## config.mk

```make
export PLATFORM = sky130hd
export DESIGN_NAME = arrow_spawner
export DESIGN_NICKNAME = d
export VERILOG_FILES = /design/src/rtl/arrow_spawner.sv
export SDC_FILE = /design/constraint.sdc
export NUM_CORES = 1
export LEC_CHECK = 0
export ABC_CLOCK_PERIOD_IN_PS = 5900
export CORE_ASPECT_RATIO = 1.5
export CORE_MARGIN = 3
export CORE_UTILIZATION = 50
export DETAILED_ROUTE_END_ITERATION = 8
export HOLD_SLACK_MARGIN = 0.06
export PLACE_DENSITY = 0.87
export SYNTH_ARGS = -nofsm -noshare
export SYNTH_HDL_FRONTEND = slang
export SYNTH_SLANG_ARGS = --single-unit
```

## constraint.sdc

```tcl
create_clock -name clk -period 5.9 [get_ports clk]
set_clock_uncertainty 0.15 [all_clocks]
set_input_delay 1.18 -clock clk [delete_from_list [all_inputs] [get_ports clk]]
set_output_delay 1.18 -clock clk [all_outputs]
set_load 0.1 [all_outputs]
```

## src/rtl/arrow_spawner.sv

```systemverilog
// arrow_spawner: frame-paced wave scheduler driving a bank of arrow slots.
// Define ARROW_SPAWNER_INVERSE_EN to enable inversed arrows at level >= 4.
module arrow_spawner #(
   parameter int unsigned NUM_SLOTS     = 4,
   parameter int unsigned WAVE_LEN      = 32,
   parameter int unsigned BASE_INTERVAL = 60,
   parameter logic [15:0] LFSR_SEED     = 16'hACE1
) (
   input  logic                   clk,
   input  logic                   rst,
   input  logic [10:0]            hcount_in,
   input  logic [9:0]             vcount_in,
   input  logic                   start_in,
   input  logic [2:0]             level_in,
   input  logic [NUM_SLOTS-1:0]   slot_hit_in,
   output logic [NUM_SLOTS-1:0]   slot_valid_out,
   output logic [2*NUM_SLOTS-1:0] slot_direction_out,
   output logic [3*NUM_SLOTS-1:0] slot_speed_out,
   output logic [NUM_SLOTS-1:0]   slot_inversed_out,
   output logic [7:0]             spawn_count_out,
   output logic                   wave_done_out
);

   typedef enum logic [2:0] {
      C_IDLE, C_SPAWN, C_WAIT, C_DRAIN, C_DONE
   } ctrl_t;

   typedef enum logic [1:0] {
      S_FREE, S_ARMED, S_ACTIVE, S_COOL
   } slot_t;

   localparam logic [7:0] WAVE_LEN8 = 8'(WAVE_LEN);
   localparam logic [7:0] BASE8     = 8'(BASE_INTERVAL);

   ctrl_t                ctrl;
   slot_t                st [NUM_SLOTS];
   logic [NUM_SLOTS-1:0] cool;
   logic [15:0]          lfsr;
   logic [15:0]          lfsr_next;
   logic [7:0]           frames;
   logic [7:0]           interval;
   logic [7:0]           lvl8;
   logic [7:0]           count_next;
   logic                 start_q;
   logic                 frame_tick;
   logic [NUM_SLOTS-1:0] free_vec;
   logic [NUM_SLOTS-1:0] pick;
   logic                 any_free;
   logic                 all_free;
   logic                 spawn_go;
   logic                 abort;

   assign frame_tick = (hcount_in == 11'd0) && (vcount_in == 10'd0);
   assign lfsr_next  = {1'b0, lfsr[15:1]} ^ (lfsr[0] ? 16'hB400 : 16'h0000);
   assign lvl8       = {2'b00, level_in, 3'b000};
   assign interval   = (BASE8 < lvl8 + 8'd8) ? 8'd8 : BASE8 - lvl8;
   assign count_next = spawn_count_out + 8'd1;
   assign pick       = free_vec & (~free_vec + NUM_SLOTS'(1));
   assign any_free   = |free_vec;
   assign all_free   = &free_vec;
   assign spawn_go   = (ctrl == C_SPAWN) && start_in && any_free;
   assign abort      = !start_in &&
                       (ctrl == C_SPAWN || ctrl == C_WAIT || ctrl == C_DRAIN);

`ifdef ARROW_SPAWNER_INVERSE_EN
   logic new_inv;
   assign new_inv = lfsr[2] & (level_in >= 3'd4);
`else
   assign slot_inversed_out = '0;
`endif

   // Decode which slots are free for selection this cycle.
   always_comb begin
      free_vec = '0;
      for (int i = 0; i < NUM_SLOTS; i++)
         free_vec[i] = (st[i] == S_FREE);
   end

   // Wave controller: pacing, LFSR stepping, spawn count and done flag.
   always_ff @(posedge clk or negedge rst) begin
      if (!rst) begin
         ctrl            <= C_IDLE;
         lfsr            <= LFSR_SEED;
         frames          <= 8'd0;
         start_q         <= 1'b0;
         spawn_count_out <= 8'd0;
         wave_done_out   <= 1'b0;
      end else begin
         start_q <= start_in;
         unique case (ctrl)
            C_IDLE: begin
               if (start_in && !start_q) begin
                  ctrl            <= C_SPAWN;
                  lfsr            <= LFSR_SEED;
                  spawn_count_out <= 8'd0;
                  wave_done_out   <= 1'b0;
               end
            end
            C_SPAWN: begin
               if (!start_in) begin
                  ctrl <= C_IDLE;
               end else if (any_free) begin
                  lfsr <= lfsr_next;
                  if (spawn_count_out < WAVE_LEN8)
                     spawn_count_out <= count_next;
                  if (count_next >= WAVE_LEN8) begin
                     ctrl <= C_DRAIN;
                  end else begin
                     ctrl   <= C_WAIT;
                     frames <= interval;
                  end
               end
            end
            C_WAIT: begin
               if (!start_in)
                  ctrl <= C_IDLE;
               else if (frames == 8'd0)
                  ctrl <= C_SPAWN;
               else if (frame_tick)
                  frames <= frames - 8'd1;
            end
            C_DRAIN: begin
               if (!start_in) begin
                  ctrl <= C_IDLE;
               end else if (all_free) begin
                  ctrl          <= C_DONE;
                  wave_done_out <= 1'b1;
               end
            end
            C_DONE: begin
               if (!start_in)
                  ctrl <= C_IDLE;
            end
            default: ctrl <= C_IDLE;
         endcase
      end
   end

   // Per-slot lifecycle with registered valid and held parameters.
   always_ff @(posedge clk or negedge rst) begin
      if (!rst) begin
         for (int i = 0; i < NUM_SLOTS; i++)
            st[i] <= S_FREE;
         cool               <= '0;
         slot_valid_out     <= '0;
         slot_direction_out <= '0;
         slot_speed_out     <= '0;
`ifdef ARROW_SPAWNER_INVERSE_EN
         slot_inversed_out  <= '0;
`endif
      end else begin
         for (int i = 0; i < NUM_SLOTS; i++) begin
            if (abort) begin
               st[i]             <= S_COOL;
               cool[i]           <= 1'b0;
               slot_valid_out[i] <= 1'b0;
            end else begin
               unique case (st[i])
                  S_FREE: begin
                     if (spawn_go && pick[i]) begin
                        st[i]                      <= S_ARMED;
                        slot_valid_out[i]          <= 1'b1;
                        slot_direction_out[2*i+:2] <= lfsr[1:0];
                        slot_speed_out[3*i+:3]     <= level_in;
`ifdef ARROW_SPAWNER_INVERSE_EN
                        slot_inversed_out[i]       <= new_inv;
`endif
                     end
                  end
                  S_ARMED: begin
                     if (frame_tick)
                        st[i] <= S_ACTIVE;
                  end
                  S_ACTIVE: begin
                     if (slot_hit_in[i]) begin
                        st[i]             <= S_COOL;
                        cool[i]           <= 1'b0;
                        slot_valid_out[i] <= 1'b0;
                     end
                  end
                  S_COOL: begin
                     if (cool[i])
                        st[i] <= S_FREE;
                     else
                        cool[i] <= 1'b1;
                  end
                  default: st[i] <= S_FREE;
               endcase
            end
         end
      end
   end

endmodule

```

==> results.cfg <==
[status]
status = finished, final reports clean

[layout]
area_delta_synth_final_pct = 23.45
nets = 488
antennaDiodeCount = 0
drive_gt1_share_pct = 11.99

[critical_path]
r2r_cells = 7
arrival_ns = 3.66
reg2reg_slack_ns = 3.10
cp.required_ns = 6.03
path_class = in2reg
crit_fanout = 14
worstReg2RegStart = st[6]$_DFFE_PN0P_
cp-end-kind = flip-flop
worstSetupStartpointType = input pin
r2r-end = lfsr[5]$_DFFE_PN1P_

[drt]
routed_via_density = 5.701
drc = 0
drt-wirelength-per-cell_um = 15.83
firstDrtPassIters = 5
met2_length_um = 4395
wl_met3_um = 401
routed-via-count = 3090
drt_iter0_markers = 234
wl_met1_um = 3473
dr.max_layer_used = met4
ant_nets = 0
routed_wl_um = 8579

[min_path]
whs_path_depth = 2
whs_endpoint = lfsr[3]$_DFFE_PN0P_
hp-start = lfsr[3]$_DFFE_PN0P_
min_path_type = reg2reg

[clock_tree]
clockRootBuffer = clkbuf_8
numCtsBuffers = 9
tritoncts = yes
cts_hold_buf = 0
clock_latency_ns = 0.35
ctsResizeCount = 0
cts_setup_buffers = 0
clock_sinks = 73
cts_buffer_depth = 2
clkTransAtPathRegs_ns = 0.08
htreeDepth = 3

[global_routing]
track_usage_pct = 21.08
grt_start_max_net_pins = 74
grt_pass1_wl_um = 14660
antenna_found_initial = 0
overflow = 0
grt_pass1_vias = 3125

[floorplan]
ios = 68
fp.dieArea_mm2 = 0.008655
die_x_um = 76.97
die_h_um = 112.5
rows = 38
initial_core_util_pct = 51.93
core_region_area_mm2 = 0.007274

[logic_synthesis]
yosysSeqAreaShare_pct = 48.63
synth-seq-cells = 73
netlist_instances = 376
yosysWarnings = 0
synth_area_mm2 = 0.003777
async_flop_share_pct = 100.0
synth_cell_types = 50
synth_edf_count = 0
synth.avg_cell_area_um2 = 10.05
synthFlopType = dfrtp_1

[timing]
hold_viol = 0
slew_violations = 0
min_period_over_period_pct = 59.79
setup_viol = 0
min_period_ns = 3.528
relSlewSlack_pct = 32.63
tns_ns = 0
rsz0062_at_grt = no
fmax_mhz = 283.5
worst_hold_slack_ns = 0.3358
worst_slew_pin_slew_ns = 1.007
fin_ws_ns = 2.372

[placement]
dp_hpwl_um = 6272
numPortBuffers = 63
gp_congestion = 0.8389
pre_cts_slack_ns = 2.057

[power_and_ir_drop]
cellLeakagePower_uw = 0.002070
powerDensity_mw_per_mm2 = 556.3
ir_drop_uv = 359.4

[job]
drv_cap = 0
cell usage in the layout, fill, tap and decap left out, types with 2 or more instances in the layout:
cell / instances
buf_4: 2
or3b_1: 2
clkdlybuf4s50_1: 62
a21o_1: 2
nand3_1: 13
a21oi_1: 17
xnor2_1: 5
o21ai_1: 11
or4_1: 2
a31oi_1: 10
mux2i_1: 11
dfstp_2: 8
nor4_1: 5
clkinvlp_4: 3
nor2b_1: 3
or3_1: 3
mux2_2: 21
a22oi_1: 3
conb_1: 4
inv_1: 17
dfrtp_1: 65
and2_1: 4
a211oi_1: 2
o31ai_1: 4
nand2b_1: 2
nor2_1: 40
clkbuf_8: 11
ha_1: 20
o21ai_0: 9
nand2_1: 37
nand4_1: 3
nor3_1: 20
how the worst max path moves through the flow:
stage               startpoint  depth (start not counted)           endpoint
CTS                   start_in                          6  st[4]$_DFFE_PN0P_
global route          start_in                          7  st[0]$_DFFE_PN0P_
floorplan             start_in                          6  st[4]$_DFFE_PN0P_
detailed placement    start_in                          6  st[4]$_DFFE_PN0P_
finish                start_in                          6  st[4]$_DFFE_PN0P_
global placement      start_in                          6  st[4]$_DFFE_PN0P_
critical path, cell delays in order:
cell and delay, ns:
clkdlybuf4s50_1 0.74, nand4bb_1 0.37, or3b_1 0.61, a221o_1 0.38
mux2_1 0.31, nand2_1 0.07
layout make-up:
cell class / instances / area [µm²]
clock buffer: 12 / 155.1
multi-input combinational: 271 / 1789
timing repair buffer: 65 / 640.6
inverter: 17 / 63.81
sequential: 73 / 1837
fill: 579 / 2611
clock inverter: 4 / 52.55
tap: 100 / 125.1
routing by layer:
layer / global-route usage (%) / up-vias
met4: 10.45 / 0
met1: 24.72 / 1512
met5: 0 / -
li1: - / 1440
met3: 4.575 / 30
met2: 36.32 / 108
synthesized netlist by cell type (all sizes together) (11+ instances only):
library cell	number	area share, %
nor3	20	2.6
o21ai	20	2.6
nor2	40	4.0
a31oi	11	2.2
nand2	37	3.7
a21oi	17	2.3
nand3	13	1.7
dfrtp	65	43
mux2	22	6.6
clkbuf	11	1.1
mux2i	11	2.9
inv	17	1.7
ha	20	6.6
state kept, by name, summed over array words and instances, names as in the netlist:
name / flops
lfsr: 16
slot_speed_out: 12
frames: 8
slot_direction_out: 8
spawn_count_out: 8
st: 8
cool: 4
slot_valid_out: 4
ctrl: 3
start_q: 1
wave_done_out: 1
metrics by stage:
stage               std cells  power [µW]  utilization, %  cell area (µm²)
finish                    542        2594           64.10             4663
CTS                       542        2596           64.10             4663
global placement          526        2133           61.25             4456
global route              542        2751           64.10             4663
detailed placement        526        2189           61.25             4456
floorplan                 379        1864               -             3789
power breakdown:
part / total [µW] / switching, µW / internal (µW) / leakage [µW]
sequential: 817 / 140 / 677 / 0.000927
clock: 403 / 185 / 218 / 0.0000948
combinational: 1370 / 950 / 423 / 0.00105
total: 2590 / 1270 / 1320 / 0.00207
cell families after synthesis:
logic type,after synthesis,share of synthesized area (%)
simple gates,140,17.82
compound gates,68,11.66
flops,73,48.63
fa+ha+maj,20,6.625
xor+xnor,6,1.391
mux,33,9.474
buf+inv,35,4.306
other cells,1,0.09928
(Power assumes the default switching activity.)
